===== src/rtl/cpu_defs.sv =====
// Shared CPU definitions: reset PC, exception codes and the fetch-buffer entry layout.
package cpu_defs;

  localparam logic [31:0] PC_RESET  = 32'h0000_3000;
  localparam logic [31:0] NOP_INSTR = 32'h0000_0000;

  // Exception codes, shared with the CP0 logic.
  localparam logic [4:0]  EXC_NONE  = 5'd0;
  localparam logic [4:0]  EXC_ADEL  = 5'd4;

  typedef struct packed {
    logic [31:0] pc;
    logic [31:0] instr;
    logic [4:0]  exc;
  } fb_entry_t;

endpackage


===== src/rtl/fetch_addr_check.sv =====
// Fetch address checker: flags misaligned or out-of-window fetch PCs as AdEL.
module fetch_addr_check
  import cpu_defs::*;
#(
  parameter logic [31:0] IM_BASE  = 32'h0000_3000,
  parameter int          IM_BYTES = 4096
) (
  input  logic [31:0] pc,
  output logic        bad,
  output logic [4:0]  exc
);

  // The window end is kept 33 bits wide so a window touching the top of the
  // address space does not wrap to zero.
  localparam logic [32:0] IM_END = {1'b0, IM_BASE} + 33'(IM_BYTES);

  // Alignment and window check, all unsigned.
  always_comb begin
    bad = (pc[1:0] != 2'b00) | (pc < IM_BASE) | ({1'b0, pc} >= IM_END);
    exc = bad ? EXC_ADEL : EXC_NONE;
  end

endmodule


===== src/rtl/fetch_buffer.sv =====
// Fetch buffer: small in-order queue of {pc, instr, exc} between fetch and decode.
// in_ready back-pressures the PC register; flush empties the queue in one edge.
module fetch_buffer
  import cpu_defs::*;
#(
  parameter int          DEPTH    = 2,
  parameter logic [31:0] PC_RESET = cpu_defs::PC_RESET,
  parameter logic [31:0] IM_BASE  = 32'h0000_3000,
  parameter int          IM_BYTES = 4096,
  localparam int         AW       = $clog2(DEPTH),
  localparam int         CW       = AW + 1
) (
  input  logic          clk,
  input  logic          reset,
  input  logic          in_valid,
  input  logic [31:0]   in_pc,
  input  logic [31:0]   in_instr,
  output logic          in_ready,
  input  logic          flush,
  output logic          out_valid,
  output logic [31:0]   out_pc,
  output logic [31:0]   out_instr,
  output logic [4:0]    out_exc,
  input  logic          out_ready,
  output logic [CW-1:0] count
);

  localparam logic [CW-1:0] DEPTH_C = CW'(DEPTH);

  logic [AW-1:0] rd_ptr_q, rd_ptr_d;
  logic [AW-1:0] wr_ptr_q, wr_ptr_d;
  logic [CW-1:0] cnt_q, cnt_d;
  fb_entry_t     mem_q [DEPTH];
  fb_entry_t     entry_d;
  fb_entry_t     head;
  logic          push, pop;
  logic          addr_bad;
  logic [4:0]    addr_exc;

  fetch_addr_check #(
    .IM_BASE  (IM_BASE),
    .IM_BYTES (IM_BYTES)
  ) u_addr_check (
    .pc  (in_pc),
    .bad (addr_bad),
    .exc (addr_exc)
  );

  // Handshakes and entry formation; a bad address is stored as a nop carrying AdEL.
  always_comb begin
    in_ready      = (cnt_q < DEPTH_C);
    out_valid     = (cnt_q != '0);
    push          = in_valid & in_ready & ~flush;
    pop           = out_valid & out_ready & ~flush;
    entry_d.pc    = in_pc;
    entry_d.instr = addr_bad ? NOP_INSTR : in_instr;
    entry_d.exc   = addr_exc;
  end

  // Next-state for pointers and occupancy; flush overrides everything.
  always_comb begin
    rd_ptr_d = rd_ptr_q;
    wr_ptr_d = wr_ptr_q;
    cnt_d    = cnt_q;
    if (flush) begin
      rd_ptr_d = '0;
      wr_ptr_d = '0;
      cnt_d    = '0;
    end else begin
      if (push) wr_ptr_d = AW'(wr_ptr_q + 1'b1);
      if (pop)  rd_ptr_d = AW'(rd_ptr_q + 1'b1);
      case ({push, pop})
        2'b10:   cnt_d = CW'(cnt_q + 1'b1);
        2'b01:   cnt_d = CW'(cnt_q - 1'b1);
        default: cnt_d = cnt_q;
      endcase
    end
  end

  // Control state register with asynchronous active-low reset.
  always_ff @(posedge clk or negedge reset) begin
    if (!reset) begin
      rd_ptr_q <= '0;
      wr_ptr_q <= '0;
      cnt_q    <= '0;
    end else begin
      rd_ptr_q <= rd_ptr_d;
      wr_ptr_q <= wr_ptr_d;
      cnt_q    <= cnt_d;
    end
  end

  // Entry storage; contents are only meaningful while counted, so no reset.
  always_ff @(posedge clk) begin
    if (push) mem_q[wr_ptr_q] <= entry_d;
  end

  // Head presentation: reset values whenever the queue is empty.
  always_comb begin
    head      = mem_q[rd_ptr_q];
    out_pc    = out_valid ? head.pc    : PC_RESET;
    out_instr = out_valid ? head.instr : NOP_INSTR;
    out_exc   = out_valid ? head.exc   : EXC_NONE;
    count     = cnt_q;
  end

endmodule

===== config.mk =====
export PLATFORM = sky130hd
export DESIGN_NAME = fetch_buffer
export DESIGN_NICKNAME = d
export VERILOG_FILES = /design/src/rtl/cpu_defs.sv /design/src/rtl/fetch_addr_check.sv /design/src/rtl/fetch_buffer.sv
export SDC_FILE = /design/constraint.sdc
export NUM_CORES = 1
export LEC_CHECK = 0
export ABC_AREA = 1
export CAP_MARGIN = 20
export CORE_MARGIN = 1.5
export CORE_UTILIZATION = 54
export CTS_CLUSTER_DIAMETER = 30
export DETAILED_ROUTE_END_ITERATION = 8
export DONT_BUFFER_PORTS = 1
export PLACE_DENSITY = 0.7
export SYNTH_ARGS = -nofsm -noshare
export SYNTH_HDL_FRONTEND = slang
export SYNTH_SLANG_ARGS = --single-unit

===== constraint.sdc =====
create_clock -name clk -period 4.4 [get_ports clk]
set_input_delay 0.88 -clock clk [delete_from_list [all_inputs] [get_ports clk]]
set_output_delay 0.88 -clock clk [all_outputs]
set_load 0.1 [all_outputs]

---- After elaboration in Yosys (flattened, before gate mapping) ----
Memory sizes are Yosys's and may differ from the RTL's.
Index checks and enable logic that the tools add are counted.
Widths: inputs -> output; s select.
cells by class
  mux-type cells .......................... 13
  order comparisons ....................... 3
  bitwise logic cells ..................... 7
  add/sub/neg operators ................... 4
  eq/ne operators ......................... 2
  reductions and logical operators ........ 5
operator list
  cell                  count
  $mux 32               3
  $ge 32x15->1 const B  1
  $lt 32x14->1 const B  1
  $reduce_bool 2->1     4
  $mux 1                6
  $mux 5                1
  $and 1x1->1           4
  $pmux 2 s2            1
  $mux 3                1
  $reduce_bool 3->1     1
  $add 1x1->1 const B   2
  $add 2x1->2 const B   1
  $eq 2x1->1 const B    1
  $eq 2x2->1 const B    1
  $lt 2x2->1 const B    1
  $mux 2                1
  $or 1x1->1            2
  $sub 2x1->2 const B   1
  $not 1->1             1
storage, ports and cells
  logic and storage cells ................. 38
  bits in writable memories ............... 134
  bits of input ports ..................... 69
  output and inout port bits .............. 73
  memories ................................ 1
  bits in registers ....................... 4
memories
  name   words  bits a word  read ports  clocked after memory_dff  write ports  line                source
  mem_q  2      67           1           0                         1            fetch_buffer.sv:33  fb_entry_t mem_q [DEPTH];

---- Longest topological paths before layout ----
Gate-level depths: netlist of the first run.
  depth after elaboration ................. 6
  gate-level depth with buffers ........... 7
  depth with buffers taken out ............ 7

---- Cells and area by module ----
Synthesis of the first run repeated with hierarchy kept, for this count alone.
unflattened totals
  cell total of the unflattened synthesis .. 499
  area, all modules ....................... 5771.8 um^2
modules (own cells, without submodules)
  module            seq. area each (um^2)  cells an instance  instances  area an instance (um^2)
  fetch_buffer      4244.1                 472                1          5647.9
  fetch_addr_check  0.0                    27                 1          123.9

---- Worst setup path before layout of the first run ----
OpenSTA, ideal clock, no wires.
  kind .................................... register to register
  from .................................... register cnt_q[1] (netlist: count[1])
  to ...................................... memory mem_q[0][10] in the netlist's numbering, enable pin
  setup slack ............................. -0.357 ns
  buffers on the path ..................... 0
  clock period less this slack ............ 4.757 ns
  setup time .............................. 0.490 ns
  cell stages (with the launch flop) ...... 4
  data required time ...................... 3.910 ns
  arrival ................................. 4.267 ns
  path through ............................ dfrtp_1 inv_2 nand3_1 nor2_1
on the way
  word-level cells in the longest chain between the ends .. 5
ends and longest elaborated chain
  what                          line                source
  start, declared               fetch_buffer.sv:32  logic [CW-1:0] cnt_q, cnt_d;
  start signal, assigned        fetch_buffer.sv:89  cnt_q <= cnt_d;
  $lt 2x2->1                    fetch_buffer.sv:51  in_ready = (cnt_q < DEPTH_C);
  named net in_ready            fetch_buffer.sv:18  output logic in_ready,
  $and 1x1->1 (2 in a row)      fetch_buffer.sv:53  push = in_valid & in_ready & ~flush;
  $mux 1                        fetch_buffer.sv:95  if (push) mem_q[wr_ptr_q] <= entry_d;
  $mux 1 (implied by the code)  fetch_buffer.sv:95
  end, declared                 fetch_buffer.sv:33
The timed path passes the listed nets, and every way through them passes these cells.

---- Worst setup path in the final report of the first run ----
  from .................................... register cnt_q[1] (netlist: count[1])
  to ...................................... output port out_pc[10]
on the way
  word-level cells in the longest chain between the ends .. 2
ends and longest elaborated chain
  what               line                 source
  $reduce_bool 2->1  fetch_buffer.sv:52   out_valid = (cnt_q != '0);
  $mux 32            fetch_buffer.sv:101  out_pc = out_valid ? head.pc : PC_RESET;
  end, declared      fetch_buffer.sv:21   output logic [31:0] out_pc,
Every way passes these cells.

==> results of run 1 <==
==> state kept, by name, summed over array words and instances, names as in the netlist <==
register  cells
count         2
mem_q       130
wr_ptr_q      1
rd_ptr_q      1
==> layer usage <==
metal / vias up / global-route usage (%) / routed length [um]
met5: - / 0 / 0
met1: 1714 / 25.5 / 4440
met4: 0 / 9.03 / 169
met3: 17 / 6.27 / 628
met2: 112 / 34.6 / 5560
li1: 1715 / - / -
==> through the flow <==
step	std cells	utilization, %	area, sq um	TNS, ns
final	686	70.2	6920	0
after global routing	686	70.2	6920	0
after CTS	686	70.2	6920	0
after detailed placement	655	65.0	6410	0
after global placement	654	64.8	6390	0
after floorplan	475	-	5550	-45.25
==> critical path: cells and delay by family, from the launching register on <==
kind	cells	cell delay, ns
buffers and inverters	3	0.81
AND/OR/NAND/NOR	1	0.63
flip-flops	1	0.36
AO/OA/AOI/OAI	1	0.07
==> final cells by class <==
type / count / area share, %
multi-input cells: 274 / 21.6
clock inverters: 12 / 1.28
repair buffers: 75 / 8.68
flip-flops and latches: 134 / 57.9
clock buffers: 19 / 6.09
well taps: 133 / 2.40
inverters: 39 / 2.11
==> path summary, 6_finish.rpt <==
kind                                      start                      to  cells past startpoint
min in group clk                          flush    rd_ptr_q$_DFFE_PN0P_                      1
max reg2reg                count[1]$_DFFE_PN0P_  mem_q[1][31]$_DFFE_PP_                      5
min                                       reset    count[1]$_DFFE_PN0P_                      0
min reg2reg                wr_ptr_q$_DFFE_PN0P_    wr_ptr_q$_DFFE_PN0P_                      2
max in group asynchronous                 reset    rd_ptr_q$_DFFE_PN0P_                      0
max                        count[1]$_DFFE_PN0P_              out_pc[10]                      5
==> cell usage after synthesis <==
cell type and count:
nand2_1 142, nor2_4 2, inv_2 1, nor2_2 27
buf_4 5, nor3_2 1, nand4_1 1, nor2_1 19
conb_1 1, o21bai_1 1, nand3_1 9, dfrtp_1 4
a21oi_1 64, clkbuf_1 4, inv_1 38, buf_2 16
o21ai_1 1, buf_6 3, nand3b_4 1, nor3_1 2
edfxtp_1 130
==> cells by family after synthesis <==
| family | share of synthesized area [%] |
|---|---|
| and+or+nand+nor | 16.0 |
| other | 0.0677 |
| AOI/OAI and AO/OA | 6.01 |
| buffers and inverters | 5.65 |
| DFF | 72.3 |
==> flow_summary.toml, run 1 <==
[drt]
dr_total_vias = 3558
avgRoutedWirePerCell_um = 15.7
drt_wl_total_um = 10800
first_pass_iters = 4
ant_nets = 0
viasPerCell = 5.19
drt-initial-drc-count = 215
route.detailed.drc = 0

[sta]
timing.hold.ws_ns = 0.0614
layout_setup_ws_ns = 1.08
maxSlewHeadroom_pct = 35.6
setup_viol = 0
finalCritPeriodShare_pct = 75.4
hold_viol = 0
worst_pin_slew_ns = 0.964
fmax_mhz = 302
min_period_ns = 3.32
rsz0062_at_grt = "false"
final_max_slew_viol_count = 0
final.setup_skew_ns = 0.00714

[clocking]
postCtsSetupRepairBufs = 0
clk_latency_ns = 0.51
hold_buffers = 0
clk_path_buf_depth = 2
htreeDepth = 4
cts_root_buf = "clkbuf_8"
cts-resized-gates = 0
cts_inserted_buffers = 17
clkTransAtPathRegs_ns = 0.06
cts_tree = "built"
cts.sinks = 134

[die]
die_w_um = 104
ios = 142
dieHeight_um = 104
die_area_sq_mm = 0.0109
initial_core_util_pct = 56.2
core_area_sq_mm = 0.00986
rows = 36

[logic_synthesis]
synth_area_sq_mm = 0.00554
synth_top_cell_area_share_pct = 70.5
netlist_top_cells_area = "edfxtp_1 (70%), nand2_1 (9.6%), a21oi_1 (5.8%)"
synth_area_leader_cell = "edfxtp_1"
ys_warn_count = 0
ys_ff_latch = 134
avgSynthCellArea_sq_um = 11.7
ys_seq_area_share_pct = 72.3
yosysUniqueCellTypes = 21
syn_inst = 472

[worst_setup_path]
worstSetupPathType = "flop to primary output"
cp.required_ns = 3.52
crit_chain = "buf_4 -> nor2_4 -> buf_12 -> a21oi_2 -> buf_4"
slowest_delay_ns = 0.63
cp_max_fo = 38
reg2reg_slack_ns = 1.60
endpoint_kind = "primary output"
worstPathArrival_ns = 2.44
cp-start-kind = "flop"
critPathMostFrequentCell = "buf_4"
cp_slowest_cell = "nor2_4"

[layout]
nNetsFinal = 610
drive_above_1_share_pct = 36.0
regArea_sq_mm = 0.00401
n_antenna_cell = 0
area_delta_synth_final_pct = 25.0
final_common_cell = "nand2_1"
final_cell_mix = "nand2_1 (142), edfxtp_1 (130), buf_4 (72)"
nFillCells = 663
multiInputGateArea_sq_mm = 0.00149

[job]
maxCapViolCount = 0

[grt]
antenna_found_initial = 0
grt_usage_pct = 20.9
overflow = 0
grt_pass1_wl_um = 17500
grt_pass1_vias = 3536
grt_max_degree = 67

[place]
io_buffers = 0
dp_hpwl_um = 6790
pre_cts_ws_ns = 1.60
gp_congestion = 0.851

[worst_hold_path]
min_path_type = "input port to async pin"

[outcome]
outcome = "complete, no violations"
Power of run 1 is not shown: default switching activity piles up to over one toggle a cycle in this logic, so the estimate is an artifact.
==> inputs of run 2 (changes only) <==
==> constraint.sdc (replaced) <==
create_clock -name clk -period 3.06 [get_ports clk]
set_input_delay 0.612 -clock clk [delete_from_list [all_inputs] [get_ports clk]]
set_output_delay 0.612 -clock clk [all_outputs]
set_load 0.1 [all_outputs]
==> flow_summary.toml, run 2 (synthesis results as in run 1) <==
[sta]
timing.hold.ws_ns = 0.177
maxSlewHeadroom_pct = 53.2
setup_viol = 0
worst_pin_slew_ns = 0.703
final.setup_skew_ns = 0.00734
finalCritPeriodShare_pct = 90.8
fmax_mhz = 360
min_period_ns = 2.78
final.setup.tns_ns = 0
final_max_slew_viol_count = 0
rsz0062_at_grt = "false"
hold_viol = 0

[clocking]
htreeDepth = 4
cts_inserted_buffers = 17
clk_latency_ns = 0.51
cts_root_buf = "clkbuf_8"
clkTransAtPathRegs_ns = 0.06
postCtsSetupRepairBufs = 0
cts_tree = "built"
clk_path_buf_depth = 2
cts.sinks = 134

[layout]
nNetsFinal = 612
final_util_pct = 70.8
n_antenna_cell = 0
final_cell_mix = "nand2_1 (141), edfxtp_1 (130), buf_4 (72)"
largest_reg_flops = 130
drive_above_1_share_pct = 38.1
top_register = "mem_q"
area_delta_synth_final_pct = 26.0
final_common_cell = "nand2_1"

[worst_hold_path]
hold_depth = 1
hp-start = "flush"
hold_end = "rd_ptr_q$_DFFE_PN0P_"
min_path_type = "input port to flop"

[grt]
grt_pass1_wl_um = 17400
grt_max_degree = 67
grt_usage_pct = 20.9
overflow = 0
grt_pass1_vias = 3484
antenna_found_initial = 0

[worst_setup_path]
r2r-end = "mem_q[0][27]$_DFFE_PP_"
worstPathArrival_ns = 2.17
endpoint_kind = "primary output"
cp.required_ns = 2.45
r2r_cells = 4
reg2reg_slack_ns = 0.88
r2r-start = "count[1]$_DFFE_PN0P_"
cp_max_fo = 66
crit_start = "count[1]$_DFFE_PN0P_"
cp-start-kind = "flop"
worstSetupPathType = "flop to primary output"

[die]
initial_core_util_pct = 56.2
ios = 142
rows = 36
core_area_sq_mm = 0.00986
die_w_um = 104
die_area_sq_mm = 0.0109
dieHeight_um = 104

[job]
maxCapViolCount = 0

[outcome]
outcome = "complete, no violations"

[drt]
ant_nets = 0
drt_wl_total_um = 11000
route.detailed.drc = 0
first_pass_iters = 4
dr_total_vias = 3569
viasPerCell = 5.18
avgRoutedWirePerCell_um = 15.9
drt-initial-drc-count = 238

[place]
io_buffers = 0
dp_hpwl_um = 6880
gp_congestion = 0.827
==> run 2: worst max-delay path by stage <==
stage,to,cells past startpoint
5_1_grt,out_instr[19],4
6_report,out_pc[28],4
3_5_place_dp,out_pc[15],4
3_3_place_gp,out_instr[8],4
2_1_floorplan,out_instr[0],4
4_1_cts,out_instr[28],4
==> run 2: critical path, cell delays in order, from the launching register on <==
cell	delay, ns
dfrtp_2	0.74
nor2_4	0.09
buf_12	0.22
a21oi_2	0.20
buf_4	0.31
==> run 2: what timing repair did <==
action                    CTS  global route
hold buffers                1             0
gates resized for setup     0             0
hold endpoints to repair    4             0
==> run 2: cell type report <==
type	count	area, sq um
multi-input cells	274	1510
repair buffers	77	631
well taps	133	166
clock buffers	17	414
flip-flops and latches	134	4010
inverters	39	146
clock inverters	15	110
fillers	687	2880
==> run 2: layer usage <==
metal  part of all wire, %  global-route usage (%)  up-vias  wire (um)
met5                     0                       0        -          0
met4                   1.7                    9.03        0        189
met3                   6.7                    6.83       14        736
met2                    51                    35.6      128       5570
met1                    41                    24.3     1707       4460
li1                      -                       -     1720          -
==> run 2: metrics by stage <==
step	std cells	worst slack [ns]	instance area, sq um
2_1_floorplan	475	-0.466	5570
3_3_place_gp	656	0.870	6450
3_5_place_dp	656	0.859	6450
4_1_cts	689	0.286	6980
5_1_grt	689	0.161	6980
6_report	689	0.282	6980
Power of run 2 is left out for the same reason.
==> inputs of run 3 (changes only) <==
--- a/config.mk
+++ b/config.mk
@@ -8,11 +8,11 @@
 export ABC_AREA = 1
 export CAP_MARGIN = 20
 export CORE_MARGIN = 1.5
-export CORE_UTILIZATION = 54
+export CORE_UTILIZATION = 30
 export CTS_CLUSTER_DIAMETER = 30
 export DETAILED_ROUTE_END_ITERATION = 8
 export DONT_BUFFER_PORTS = 1
-export PLACE_DENSITY = 0.7
+export PLACE_DENSITY = 0.45
 export SYNTH_ARGS = -nofsm -noshare
 export SYNTH_HDL_FRONTEND = slang
 export SYNTH_SLANG_ARGS = --single-unit
==> flow_summary.toml, run 3 (synthesis results as in run 1) <==
[outcome]
outcome = "complete, no violations"

[worst_setup_path]
cp-start-kind = "flop"
worstPathArrival_ns = 2.06
cp.required_ns = 2.45
reg2reg_slack_ns = 1.13
worstSetupPathType = "flop to primary output"
endpoint_kind = "primary output"
cp_max_fo = 29

[drt]
viasPerCell = 4.55
drt_wl_total_um = 12900
ant_nets = 0
avgRoutedWirePerCell_um = 16.4
first_pass_iters = 4
drt-initial-drc-count = 139
route.detailed.drc = 0
dr_total_vias = 3565

[clocking]
clkTransAtPathRegs_ns = 0.06
clk_path_buf_depth = 2
cts-resized-gates = 0
htreeDepth = 4
cts_inserted_buffers = 17
clk_latency_ns = 0.42
cts_tree = "built"
cts_root_buf = "clkbuf_16"
cts.sinks = 134

[die]
die_area_sq_mm = 0.0193
dieHeight_um = 139
ios = 142
core_area_sq_mm = 0.0180
rows = 49
die_w_um = 139
initial_core_util_pct = 30.7

[layout]
area_delta_synth_final_pct = 36.3
final_cell_mix = "nand2_1 (141), edfxtp_1 (130), a21oi_2 (63)"
n_antenna_cell = 0
final_common_cell = "nand2_1"
largest_reg_flops = 130
nNetsFinal = 611
drive_above_1_share_pct = 38.0
top_register = "mem_q"

[sta]
min_period_ns = 2.67
finalCritPeriodShare_pct = 87.2
layout_setup_ws_ns = 0.393
hold_viol = 0
rsz0062_at_grt = "false"
final.setup_skew_ns = 0.0147
maxSlewHeadroom_pct = 61.2
worst_pin_slew_ns = 0.582
final_max_slew_viol_count = 0
setup_viol = 0
fmax_mhz = 375

[grt]
overflow = 0
antenna_found_initial = 0
grt_max_degree = 67
grt_pass1_wl_um = 20300
grt_pass1_vias = 3692
grt_usage_pct = 13.8

[place]
gp_congestion = 0.746
io_buffers = 0
dp_hpwl_um = 7560
pre_cts_ws_ns = 0.810

[job]
maxCapViolCount = 0

[worst_hold_path]
min_path_type = "input port to flop"
==> run 3: final timing paths <==
path / start / endpoint / cells past startpoint
setup / recovery: count[1]$_DFFE_PN0P_ / out_instr[11] / 4
hold / removal: flush / rd_ptr_q$_DFFE_PN0P_ / 1
setup reg to reg: count[1]$_DFFE_PN0P_ / mem_q[1][33]$_DFFE_PP_ / 4
hold reg to reg: wr_ptr_q$_DFFE_PN0P_ / wr_ptr_q$_DFFE_PN0P_ / 2
max in group asynchronous: reset / count[1]$_DFFE_PN0P_ / 1
min in group asynchronous: reset / rd_ptr_q$_DFFE_PN0P_ / 1
==> run 3: layout make-up <==
class,instances,area [sq um]
inverter,39,146
clock inverter,15,145
multi-input combinational,274,1510
timing repair buffer,76,1040
fill,1684,10500
sequential,134,4010
tap,229,287
clock buffer,17,425
==> run 3: through the flow <==
stage / hold slack (ns) / TNS, ns / cells / instance area, sq um / utilization, %
after floorplan: 0.316 / -80.70 / 475 / 5570 / -
after global placement: 0.317 / 0 / 751 / 6970 / 38.7
after detailed placement: 0.317 / 0 / 751 / 6970 / 38.7
after CTS: 0.243 / 0 / 784 / 7550 / 41.9
after global routing: 0.245 / 0 / 784 / 7550 / 41.9
final: 0.268 / 0 / 784 / 7550 / 41.9
==> run 3: what timing repair did <==
action                                 4_1_cts  5_1_grt
buffers inserted                             0        0
hold buffers                                 1        0
endpoints found under the hold margin        4        0
==> run 3: metal layers <==
metal	GRT usage, %	routed length (um)	up-vias
li1	-	-	1720
met2	21.3	6080	109
met4	5.10	163	0
met5	0	0	-
met3	4.80	800	10
met1	18.0	5830	1726
==> run 3: critical path, stage by stage, from the launching register on <==
cell	delay [ns]
dfrtp_2	0.64
nor2_4	0.23
buf_4	0.45
a21oi_2	0.11
buf_12	0.20
Power of run 3 is left out for the same reason.
